`src/rtl/multicycle_ctrl.sv`:
```
// Multi-cycle MIPS control sequencer: FETCH/DECODE/EXEC/MEM/WB with memory ready handshake.
// Optional memory-wait timeout enabled by defining MC_TIMEOUT_EN.
module multicycle_ctrl #(
  parameter int unsigned WAIT_MAX = 15
) (
  input  logic        clk_i,
  input  logic        rst_i,
  input  logic [5:0]  Op_i,
  input  logic        Zero_i,
  input  logic        mem_ready_i,
  output logic        IorD_o,
  output logic        MemRead_o,
  output logic        MemWrite_o,
  output logic        IRWrite_o,
  output logic        RegDst_o,
  output logic        MemtoReg_o,
  output logic        RegWrite_o,
  output logic        ALUSrcA_o,
  output logic [1:0]  ALUSrcB_o,
  output logic [1:0]  ALUOp_o,
  output logic [1:0]  PCSrc_o,
  output logic        PCWrite_o,
  output logic        Illegal_o,
  output logic        Timeout_o,
  output logic [3:0]  State_o,
  output logic [31:0] Retired_o
);

  typedef enum logic [3:0] {
    StFetch  = 4'd0,
    StDecode = 4'd1,
    StMemAdr = 4'd2,
    StMemRd  = 4'd3,
    StMemWb  = 4'd4,
    StMemWr  = 4'd5,
    StExecR  = 4'd6,
    StAluWb  = 4'd7,
    StExecI  = 4'd8,
    StBranch = 4'd9,
    StJump   = 4'd10
  } state_e;

  localparam logic [5:0] OpRtype = 6'b000000;
  localparam logic [5:0] OpAddi  = 6'b001000;
  localparam logic [5:0] OpOri   = 6'b001101;
  localparam logic [5:0] OpLw    = 6'b100011;
  localparam logic [5:0] OpSw    = 6'b101011;
  localparam logic [5:0] OpBeq   = 6'b000100;
  localparam logic [5:0] OpJ     = 6'b000010;

  state_e      state_q, state_d, state_raw;
  logic [31:0] retired_q;
  logic        retire, mem_wait, abort;
  logic        mem_read, mem_write, ir_write, reg_write, pc_write;

  always_comb begin
    state_raw  = state_q;
    retire     = 1'b0;
    mem_wait   = 1'b0;
    IorD_o     = 1'b0;
    mem_read   = 1'b0;
    mem_write  = 1'b0;
    ir_write   = 1'b0;
    RegDst_o   = 1'b0;
    MemtoReg_o = 1'b0;
    reg_write  = 1'b0;
    ALUSrcA_o  = 1'b0;
    ALUSrcB_o  = 2'b00;
    ALUOp_o    = 2'b00;
    PCSrc_o    = 2'b00;
    pc_write   = 1'b0;
    Illegal_o  = 1'b0;
    case (state_q)
      StFetch: begin
        mem_read  = 1'b1;
        ALUSrcB_o = 2'b01;
        ALUOp_o   = 2'b01;
        ir_write  = mem_ready_i;
        pc_write  = mem_ready_i;
        if (mem_ready_i) state_raw = StDecode;
        else             mem_wait  = 1'b1;
      end
      StDecode: begin
        ALUSrcB_o = 2'b11;
        ALUOp_o   = 2'b01;
        case (Op_i)
          OpLw, OpSw:     state_raw = StMemAdr;
          OpRtype:        state_raw = StExecR;
          OpAddi, OpOri:  state_raw = StExecI;
          OpBeq:          state_raw = StBranch;
          OpJ:            state_raw = StJump;
          default: begin
            state_raw = StFetch;
            Illegal_o = 1'b1;
          end
        endcase
      end
      StMemAdr: begin
        ALUSrcA_o = 1'b1;
        ALUSrcB_o = 2'b10;
        ALUOp_o   = 2'b01;
        state_raw = (Op_i == OpSw) ? StMemWr : StMemRd;
      end
      StMemRd: begin
        IorD_o   = 1'b1;
        mem_read = 1'b1;
        if (mem_ready_i) state_raw = StMemWb;
        else             mem_wait  = 1'b1;
      end
      StMemWb: begin
        MemtoReg_o = 1'b1;
        reg_write  = 1'b1;
        retire     = 1'b1;
        state_raw  = StFetch;
      end
      StMemWr: begin
        IorD_o    = 1'b1;
        mem_write = 1'b1;
        if (mem_ready_i) begin
          retire    = 1'b1;
          state_raw = StFetch;
        end else begin
          mem_wait  = 1'b1;
        end
      end
      StExecR: begin
        ALUSrcA_o = 1'b1;
        state_raw = StAluWb;
      end
      StAluWb: begin
        RegDst_o  = (Op_i == OpRtype);
        reg_write = 1'b1;
        retire    = 1'b1;
        state_raw = StFetch;
      end
      StExecI: begin
        ALUSrcA_o = 1'b1;
        ALUSrcB_o = 2'b10;
        ALUOp_o   = (Op_i == OpOri) ? 2'b10 : 2'b01;
        state_raw = StAluWb;
      end
      StBranch: begin
        ALUSrcA_o = 1'b1;
        ALUOp_o   = 2'b11;
        PCSrc_o   = 2'b01;
        pc_write  = Zero_i;
        retire    = 1'b1;
        state_raw = StFetch;
      end
      StJump: begin
        PCSrc_o   = 2'b10;
        pc_write  = 1'b1;
        retire    = 1'b1;
        state_raw = StFetch;
      end
      default: state_raw = StFetch;
    endcase
  end

  assign state_d = abort ? StFetch : state_raw;

  // Reset must suppress every write/request even before the state register is known.
  assign MemRead_o  = mem_read  & ~rst_i;
  assign MemWrite_o = mem_write & ~rst_i;
  assign IRWrite_o  = ir_write  & ~rst_i;
  assign RegWrite_o = reg_write & ~rst_i;
  assign PCWrite_o  = pc_write  & ~rst_i;
  assign State_o    = state_q;
  assign Retired_o  = retired_q;

  always_ff @(posedge clk_i) begin
    if (rst_i) begin
      state_q   <= StFetch;
      retired_q <= '0;
    end else begin
      state_q <= state_d;
      if (retire) retired_q <= retired_q + 32'd1;
    end
  end

`ifdef MC_TIMEOUT_EN
  localparam int unsigned WaitW = $clog2(WAIT_MAX + 1);

  logic [WaitW-1:0] wait_q, wait_d;
  logic             timeout_q, timeout_d;

  always_comb begin
    abort     = mem_wait && (wait_q == WaitW'(WAIT_MAX));
    wait_d    = (mem_wait && !abort) ? wait_q + 1'b1 : '0;
    timeout_d = timeout_q | abort;
  end

  always_ff @(posedge clk_i) begin
    if (rst_i) begin
      wait_q    <= '0;
      timeout_q <= 1'b0;
    end else begin
      wait_q    <= wait_d;
      timeout_q <= timeout_d;
    end
  end

  assign Timeout_o = timeout_q;
`else
  logic unused_cfg;
  assign unused_cfg = ^{WAIT_MAX, mem_wait};
  assign abort      = 1'b0;
  assign Timeout_o  = 1'b0;
`endif

endmodule

```
`config.mk`:
```
export PLATFORM = sky130hd
export DESIGN_NAME = multicycle_ctrl
export DESIGN_NICKNAME = d
export VERILOG_FILES = /design/src/rtl/multicycle_ctrl.sv
export SDC_FILE = /design/constraint.sdc
export NUM_CORES = 1
export LEC_CHECK = 0
export ABC_AREA = 0
export BUFFER_PORTS_ARGS = -buffer_cell sky130_fd_sc_hd__clkbuf_2
export CAP_MARGIN = 10
export CORE_MARGIN = 2
export CORE_UTILIZATION = 51
export CTS_CLUSTER_SIZE = 28
export DETAILED_ROUTE_END_ITERATION = 8
export HOLD_SLACK_MARGIN = 0.05
export PLACE_DENSITY_LB_ADDON = 0.3
export SLEW_MARGIN = 5
export SYNTH_ARGS = -nofsm -noshare
export SYNTH_HDL_FRONTEND = slang
export SYNTH_SLANG_ARGS = --single-unit
```
`constraint.sdc`:
```
create_clock -name clk_i -period 1.95 [get_ports clk_i]
set_input_delay 0.2925 -clock clk_i [delete_from_list [all_inputs] [get_ports clk_i]]
set_output_delay 0.2925 -clock clk_i [all_outputs]
set_load 0.02 [all_outputs]
```
==> summary.txt, run 1 <==
Clock network
  • CTS max path bufs: 2
  • H-Tree Depth: 2
  • Reg clk slew, reported paths: 0.08 ns
  • CTS Hold Buffers Added: 0
  • Worst skew pair latency: 0.29 ns
  • Clock root cell: clkbuf_8
  • Num CTS Buffers: 5
  • Postcts setup bufs: 0
  • # clock sinks: 36
  • CTS tree: built

Power and ir drop
  • Comb power frac: 0.132
  • Maximum vdd drop: 0.433 mV
  • Switching Fraction: 0.275
  • Reg power frac: 0.511
  • Clock power frac: 0.356
  • Leakage: 1.10 nW
  • Pint: 1.06 mW
  • NetSw: 403 uW
  • Power per cell area: 543 nW/um2
  • Final Power: 1.46 mW

GRT
  • Initial antenna violation count: 0
  • Vias in the first global route: 2,020
  • Met1 Track Usage GR: 0.298
  • Global route overflow: 0
  • GRT Max-Usage Layer: met2
  • Largest net degree at the start of global routing: 37
  • GR Util met3: 0.0617
  • First-pass GRT wire length: 8.47 mm
  • Met2 Use GR: 0.398
  • Total GRT Usage: 0.239

Critical path
  • CP startpoint: State_o[3]
  • CP max FO: 15
  • Slowest CP cell: dfxtp_1
  • Crit path capture type: output pin
  • Cells on worst reg2reg path: 6
  • Type of origin of the critical path: flip-flop
  • Cell chain of the critical path: buf_6 > nor3_1 > and3_1 > or2_2 > clkbuf_2
  • CP peak stage delay: 0.37 ns
  • WP data arrival: 1.56 ns
  • Crit Path Class: flip-flop to output pin
  • Required @ worst endpoint: 1.66 ns
  • Reg-to-Reg Start: Retired_o[13]

Run status
  • Status: finished, final reports clean

Drt
  • Detailed Route Iter0 Violations: 208
  • DRC errors left: 0
  • Drt pass-1 iters: 5
  • Wire length per cell: 13.4 um
  • Vias: 2,223
  • DRT antenna net count: 0
  • Drt total wl: 5.27 mm
  • Via density: 5.64

Finish
  • Most frequent cells in the layout: clkbuf_2, nor2_1, dfxtp_1, buf_4, xor2_1
  • # diodes: 0
  • Commonest non-fill, non-tap cell in the layout: clkbuf_2
  • Area Overhead vs Synth: 29.7%
  • FILL cells: 349
  • Layout cells sized above 1: 0.326
  • Post-layout nets: 354

Yosys
  • Post-Syn Nets: 276
  • Post-synthesis adder-cell area fraction: 0.00603
  • Post-synth top area share: 0.347
  • Post-synthesis compound-gate area fraction: 0.206
  • Main flop type after synthesis: dfxtp_1
  • Synth Cell Area: 2080 um2
  • Top cells by area, synth: dfxtp_1, xor2_1, nor2_1
  • Post-Syn Instances: 265
  • Register area share after synthesis: 0.347
  • Yosys warns: 0
  • Simple-gate area share of the yosys netlist: 0.285
  • Largest family of logic cells by synthesized area: simple AND/OR/NAND/NOR gates
  • XOR/XNOR share of the synthesized area: 0.0928
  • Synth unique cells: 44
  • Syn Area/Cell: 7.83 um2
  • Post-synth EDFFs: 0
  • Area leader, netlist: dfxtp_1
  • Mux cell area share after synthesis: 0.00964
  • FF+latch count, synth: 36
  • Post-synth ARST share: 0

Min path
  • Worst Hold Class: input pin to flip-flop
  • Hold Path Depth: 4
  • Beginning of the worst hold path: mem_ready_i

STA
  • Fmax: 540 MHz
  • Final Cycle Share: 0.950
  • PnR worst setup slack: 0.0969 ns
  • Hold slack final: 0.406 ns
  • Worst Skew: 0.0102 ns
  • RSZ-0062 raised after global routing: no
  • Pins over their slew limit: 0
  • Final setup violation count: 0
  • Min cycle time layout: 1.85 ns
  • Hold Violations, Final: 0
  • Setup TNS Final: 0 ns

Floorplanning
  • Starting density of the core: 0.523
  • FP Rows: 23
  • DIE AREA: 4600 um2
  • Top-Level Pins: 63
  • Core Box Area: 3970 um2
  • Die height: 67.8 um
  • Die W: 67.8 um

Job
  • Max Cap Violations: 0

Placement
  • Port Buffers: 61
  • Dpl ws: 0.149 ns
  • Routability congestion estimate: 0.855
  • Hpwl dp: 3.86 mm
-- sequential cells by signal (all words and copies together) (netlist names) --
name       cells
Retired_o     32
State_o        4
-- Yosys cell counts, types with 5 or more instances --
library cell / count
a21oi_1: 19
and3_1: 7
buf_2: 5
clkbuf_1: 10
dfxtp_1: 36
nand2_1: 18
nand4_1: 8
nor2_1: 36
nor3_1: 12
o2111ai_1: 12
o21ai_0: 16
or3_1: 9
xor2_1: 20
-- cell type report --
cell class,count,area (um2),area share
timing repair buffer,90,547,0.203
sequential,36,724,0.269
clock inverter,3,18.8,0.00697
tap,50,62.6,0.0232
clock buffer,5,68.8,0.0256
inverter,4,15.0,0.00558
multi-input combinational,206,1260,0.467
-- path summary, 6_finish.rpt --
check / to / slack (ns)
worst max-delay path: PCWrite_o / 0.1
worst min register to register: Retired_o[31] / 0.50
worst min-delay path: State_o[1] / 0.41
worst max register to register: Retired_o[27] / 0.14
-- layer usage --
| metal | vias up | part of all wire |
|---|---|---|
| met4 | 0 | 0.0068 |
| met5 | - | 0 |
| met2 | 66 | 0.48 |
| li1 | 1129 | - |
| met1 | 1024 | 0.47 |
| met3 | 4 | 0.050 |
-- metrics by stage --
stage / cells / utilization / cell area (um2)
2_1_floorplan: 265 / - / 2080
3_3_place_gp: 386 / 0.650 / 2580
3_5_place_dp: 386 / 0.650 / 2580
4_1_cts: 394 / 0.672 / 2670
5_1_grt: 394 / 0.678 / 2690
6_report: 394 / 0.678 / 2690
-- kinds of logic after synthesis --
| group | count (synthesis) |
|---|---|
| AOI/OAI and AO/OA | 65 |
| buffers and inverters | 23 |
| other | 1 |
| and+or+nand+nor | 115 |
| xor gates and xnor gates | 22 |
| adders and majority gates | 1 |
| DFF | 36 |
| muxes | 2 |
-- timing repair --
action | 4_1_cts | 5_1_grt
endpoints found under the hold margin | 0 | 0
endpoints found under the setup margin | 0 | 2
gates resized for setup | 0 | 9
-- critical path: cells and delay by family (launching register included) --
family | cells | cell delay (ns)
simple gates | 3 | 0.57
flops | 1 | 0.37
buf+inv | 2 | 0.33
-- power by group through the flow --
stage / clock [mW] / combinational, mW / sequential (mW)
3_5_place_dp: 0 / 0.190 / 0.764
6_report: 0.521 / 0.194 / 0.748
4_1_cts: 0.535 / 0.191 / 0.746
5_1_grt: 0.564 / 0.215 / 0.748
2_1_floorplan: 0 / 0.119 / 0.771
3_3_place_gp: 0 / 0.188 / 0.763
(Power assumes the default switching activity.)
==> run 2: changes to the inputs <==
ABC_AREA = not set   (was 0)
CORE_UTILIZATION = 46   (was 51)
clock period = 1.7 ns   (was 1.95 ns; I/O delays follow)
==> run 2 against run 1 <==
Net effect: the flow now finishes with violations (negative setup slack); die area rose by 10%; design area rose by 17%; combinational power rose by 55%; final cell count rose by 8.4%; worst setup slack got worse by 0.15 ns; global-route usage rose by 0.33 points; clock-buffer cell count did not move; critical path depth rose by 2; core utilization rose by 4.7 points; clock skew fell by 0.0031 ns; routed wire length rose by 18%; first-iteration DRC count fell by 32%; highest routed layer unchanged.
==> summary.txt, run 2 (synthesized netlist as in run 1, its figures left out) <==
Finish
  • Layout cells sized above 1: 0.485
  • Largest register FFs: 32
  • Post-layout nets: 385
  • # diodes: 0
  • Commonest non-fill, non-tap cell in the layout: clkbuf_2
  • Cell area after layout: 3160 um2
  • Final non-filler cell total: 427
  • FILL cells: 344
  • Most frequent cells in the layout: clkbuf_2, buf_4, nor2_1, xor2_1, nand2_1
  • Area Overhead vs Synth: 52.0%
  • Core Util, Final: 0.725

STA
  • Final Cycle Share: 1.03
  • Final setup violation count: 8
  • Min cycle time layout: 1.75 ns
  • Setup TNS Final: -0.194 ns
  • RSZ-0062 raised after global routing: yes
  • Hold Violations, Final: 0
  • Worst Skew: 0.00716 ns
  • PnR worst setup slack: -0.0537 ns
  • Hold slack final: 0.355 ns
  • Fmax: 570 MHz
  • Pins over their slew limit: 0

Clock network
  • # clock sinks: 36
  • Num CTS Buffers: 5
  • H-Tree Depth: 2
  • Worst skew pair latency: 0.29 ns
  • CTS max path bufs: 2
  • Clock root cell: clkbuf_8
  • Reg clk slew, reported paths: 0.07 ns
  • CTS tree: built

Critical path
  • CP delay by family, top: buffers and inverters
  • CP max FO: 4
  • Crit Path Class: flip-flop to output pin
  • Cells on worst reg2reg path: 6
  • Worst path depth: 7
  • Crit path capture type: output pin
  • WP data arrival: 1.50 ns
  • Required @ worst endpoint: 1.44 ns
  • Most frequent CP cell: nor2_1
  • Slowest CP cell: dfxtp_4
  • CP peak stage delay: 0.37 ns
  • Bufs and invs on worst path: 3
  • Type of origin of the critical path: flip-flop
  • Cell chain of the critical path: buf_6 > xnor2_2 > buf_4 > nor2_1 > a21oi_1 > nor2_1 > clkbuf_2

GRT
  • Total GRT Usage: 0.243
  • Largest net degree at the start of global routing: 19
  • Vias in the first global route: 2,168
  • First-pass GRT wire length: 9.99 mm
  • Global route overflow: 0
  • Initial antenna violation count: 0

Drt
  • Wire length per cell: 14.5 um
  • Via density: 5.70
  • DRT antenna net count: 0
  • Vias: 2,435
  • Drt pass-1 iters: 5
  • DRC errors left: 0
  • Drt total wl: 6.20 mm
  • Detailed Route Iter0 Violations: 142

Placement
  • DP Cell Count: 411
  • Routability congestion estimate: 0.912
  • Dpl cell area: 2810 um2
  • Dpl ws: -0.0152 ns
  • Port Buffers: 61
  • Hpwl dp: 4.36 mm

Run status
  • Failing checks: negative setup slack
  • Status: complete, but fails checks

Floorplanning
  • DIE AREA: 5070 um2
  • Starting density of the core: 0.477
  • FP Rows: 24
  • Core Box Area: 4350 um2
  • Die W: 71.2 um
  • Die height: 71.2 um
  • Top-Level Pins: 63

Min path
  • Worst Hold Class: input pin to flip-flop
  • Hold Path Depth: 3

Power and ir drop
  • Leakage: 1.32 nW
  • Power per cell area: 558 nW/um2
  • Final Power: 1.76 mW
  • Maximum vdd drop: 0.676 mV

Job
  • Max Cap Violations: 0
## run 2: cell types whose count changed in the layout (fill, tap and decap cells not counted), sizes merged
cell | previous run | this run
buf | 29 | 65
clkbuf | 66 | 61
## run 2: final timing paths
path,from,endpoint,slack (ns)
worst min-delay path,Op_i[5],State_o[3],0.36
worst max register to register,State_o[0],Retired_o[17],-0.05
worst max-delay path,State_o[0],ALUSrcB_o[1],-0.05
worst min register to register,Retired_o[1],Retired_o[1],0.48
## run 2: what timing repair did
| item | 4_1_cts | 5_1_grt |
|---|---|---|
| hold buffers | 0 | 0 |
| setup buffers | 8 | 0 |
| pin swaps | 7 | 4 |
| resized for setup | 24 | 24 |
| setup endpoints to repair | 6 | 34 |
## run 2: cell type report
type	instances	area, um2	share of cell area
Clock buffer	5	68.8	0.0218
Clock inverter	3	18.8	0.00595
Inverter	4	15.0	0.00476
Multi-Input combinational cell	206	1420	0.451
Sequential cell	36	757	0.240
Tap cell	52	65.1	0.0206
Timing Repair Buffer	121	807	0.256
## run 2: worst reg2reg max path, delay by kind of cell (launching register included)
family,cells,cell delay (ns)
AOI/OAI and AO/OA,3,0.47
buffers and inverters,2,0.32
DFF,1,0.37
and+or+nand+nor,1,0.52
## run 2: power breakdown
group	internal [mW]	switching (mW)
clock	0.286	0.321
combinational	0.126	0.175
sequential	0.845	0.0101
## run 2: metal layers
layer / share of wire / vias to the layer above / track usage / wire [um]
met5: 0 / - / 0 / 0
met4: 0.015 / 0 / 0.0713 / 95
met3: 0.063 / 11 / 0.0484 / 393
met2: 0.49 / 96 / 0.395 / 3040
met1: 0.43 / 1140 / 0.326 / 2680
li1: - / 1188 / - / -
==> run 3: changes to the inputs <==
--- a/config.mk
+++ b/config.mk
@@ -14,4 +14,5 @@
 export HOLD_SLACK_MARGIN = 0.05
 export PLACE_DENSITY_LB_ADDON = 0.3
+export RECOVER_POWER = 25
 export SLEW_MARGIN = 5
 export SYNTH_ARGS = -nofsm -noshare
==> constraint.sdc (replaced) <==
create_clock -name clk_i -period 1.7 [get_ports clk_i]
set_input_delay 0.255 -clock clk_i [delete_from_list [all_inputs] [get_ports clk_i]]
set_output_delay 0.255 -clock clk_i [all_outputs]
set_load 0.005 [all_outputs]
==> run 3 against run 2 <==
Net effect: the flow now finishes without violations; clock skew up 0.0052 ns; critical path depth unchanged; non-clock buffer count is 3 higher; largest cell class unchanged; highest routed layer unchanged.
==> summary.txt, run 3 (synthesized netlist as in run 1, its figures left out) <==
Min path
  • Worst Hold Class: input pin to flip-flop
  • Hold Path Depth: 3

Power and ir drop
  • Leakage: 1.32 nW
  • Power per cell area: 562 nW/um2
  • Maximum vdd drop: 0.432 mV

Floorplanning
  • Die W: 71.2 um
  • Top-Level Pins: 63
  • FP Rows: 24
  • DIE AREA: 5070 um2
  • Starting density of the core: 0.477
  • Core Box Area: 4350 um2
  • Die height: 71.2 um

Critical path
  • Slowest CP cell: dfxtp_4
  • Cells on worst reg2reg path: 6
  • WP data arrival: 1.44 ns
  • CP max FO: 5
  • Crit Path Class: flip-flop to output pin
  • Bufs and invs on worst path: 3
  • Cell chain of the critical path: buf_6 > inv_4 > nor2_4 > a21oi_2 > nor3_1 > or2_2 > clkbuf_2
  • Required @ worst endpoint: 1.44 ns
  • Crit path capture type: output pin
  • Type of origin of the critical path: flip-flop
  • CP peak stage delay: 0.37 ns
  • Worst path depth: 7
  • CP delay by family, top: flip-flops

Drt
  • Drt pass-1 iters: 5
  • Vias: 2,385
  • Via density: 5.55
  • Drt total wl: 5.92 mm
  • DRC errors left: 0
  • DRT antenna net count: 0
  • Detailed Route Iter0 Violations: 162
  • Wire length per cell: 13.8 um

STA
  • Hold Violations, Final: 0
  • Hold slack final: 0.383 ns
  • Pins over their slew limit: 0
  • Fmax: 589 MHz
  • PnR worst setup slack: 0.00237 ns
  • Final Cycle Share: 0.999
  • Worst Skew: 0.0123 ns
  • Final setup violation count: 0
  • Min cycle time layout: 1.70 ns
  • RSZ-0062 raised after global routing: yes

Clock network
  • Worst skew pair latency: 0.29 ns
  • Reg clk slew, reported paths: 0.06 ns
  • # clock sinks: 36
  • Clock root cell: clkbuf_8
  • CTS Hold Buffers Added: 0
  • CTS max path bufs: 2
  • H-Tree Depth: 2
  • CTS tree: built
  • Num CTS Buffers: 5

Finish
  • Commonest non-fill, non-tap cell in the layout: clkbuf_2
  • Post-layout nets: 388
  • Layout cells sized above 1: 0.434
  • # diodes: 0
  • Largest register FFs: 32
  • Core Util, Final: 0.701
  • Area Overhead vs Synth: 47.0%
  • Most frequent cells in the layout: clkbuf_2, buf_4, nor2_1, dfxtp_1, xor2_1

Placement
  • Routability congestion estimate: 0.851
  • Hpwl dp: 4.11 mm
  • Port Buffers: 61
  • Dpl ws: -0.0454 ns

GRT
  • Largest net degree at the start of global routing: 36
  • Global route overflow: 0
  • Total GRT Usage: 0.231
  • First-pass GRT wire length: 9.58 mm
  • Vias in the first global route: 2,105
  • Initial antenna violation count: 0

Run status
  • Status: finished, final reports clean

Job
  • Max Cap Violations: 0
[run 3: path summary, 6_finish.rpt]
kind                 start            end  slack, ns
min reg2reg  Retired_o[31]  Retired_o[31]       0.49
max reg2reg     State_o[1]  Retired_o[27]      0.002
max             State_o[0]      PCWrite_o      0.002
min                Op_i[5]     State_o[3]       0.38
[run 3: area by class of cell]
cell class                      instances  area [um2]
Clock buffer                            7        86.3
Clock inverter                          1        7.51
Fill cell                             363        1300
Inverter                                4        17.5
Multi-Input combinational cell        206        1330
Sequential cell                        36         743
Tap cell                               52        65.1
Timing Repair Buffer                  124         801
[run 3: worst min-delay path, stage by stage]
cell	delay [ns]
clkbuf_2	0.13
nor2_1	0.05
and4_1	0.18
[run 3: timing repair]
item / in CTS / in global routing
buffers inserted: 6 / 5
setup endpoints to repair: 7 / 26
gates resized for setup: 19 / 11
pin swaps: 4 / 6
[run 3: routing by layer]
| layer | track usage | vias up | wire (um) |
|---|---|---|---|
| met3 | 0.0470 | 6 | 415 |
| met2 | 0.356 | 104 | 2750 |
| met5 | 0 | - | 0 |
| met4 | 0.0713 | 0 | 67 |
| met1 | 0.327 | 1079 | 2690 |
| li1 | - | 1196 | - |
[run 3: report_power, final]
part,internal (mW),switching (mW)
Combinational,0.103,0.126
Sequential,0.847,0.0105
Clock,0.329,0.299
[run 3: metrics by stage]
step,area (um2),instances,power [mW],TNS (ns)
floorplan,2120,265,0.993,-0.00911
global placement,2780,411,1.07,-0.00918
detailed placement,2780,411,1.08,-0.0742
CTS,2970,425,1.71,-0.0000893
global route,3050,430,1.78,-0.567
finish,3050,430,1.72,0
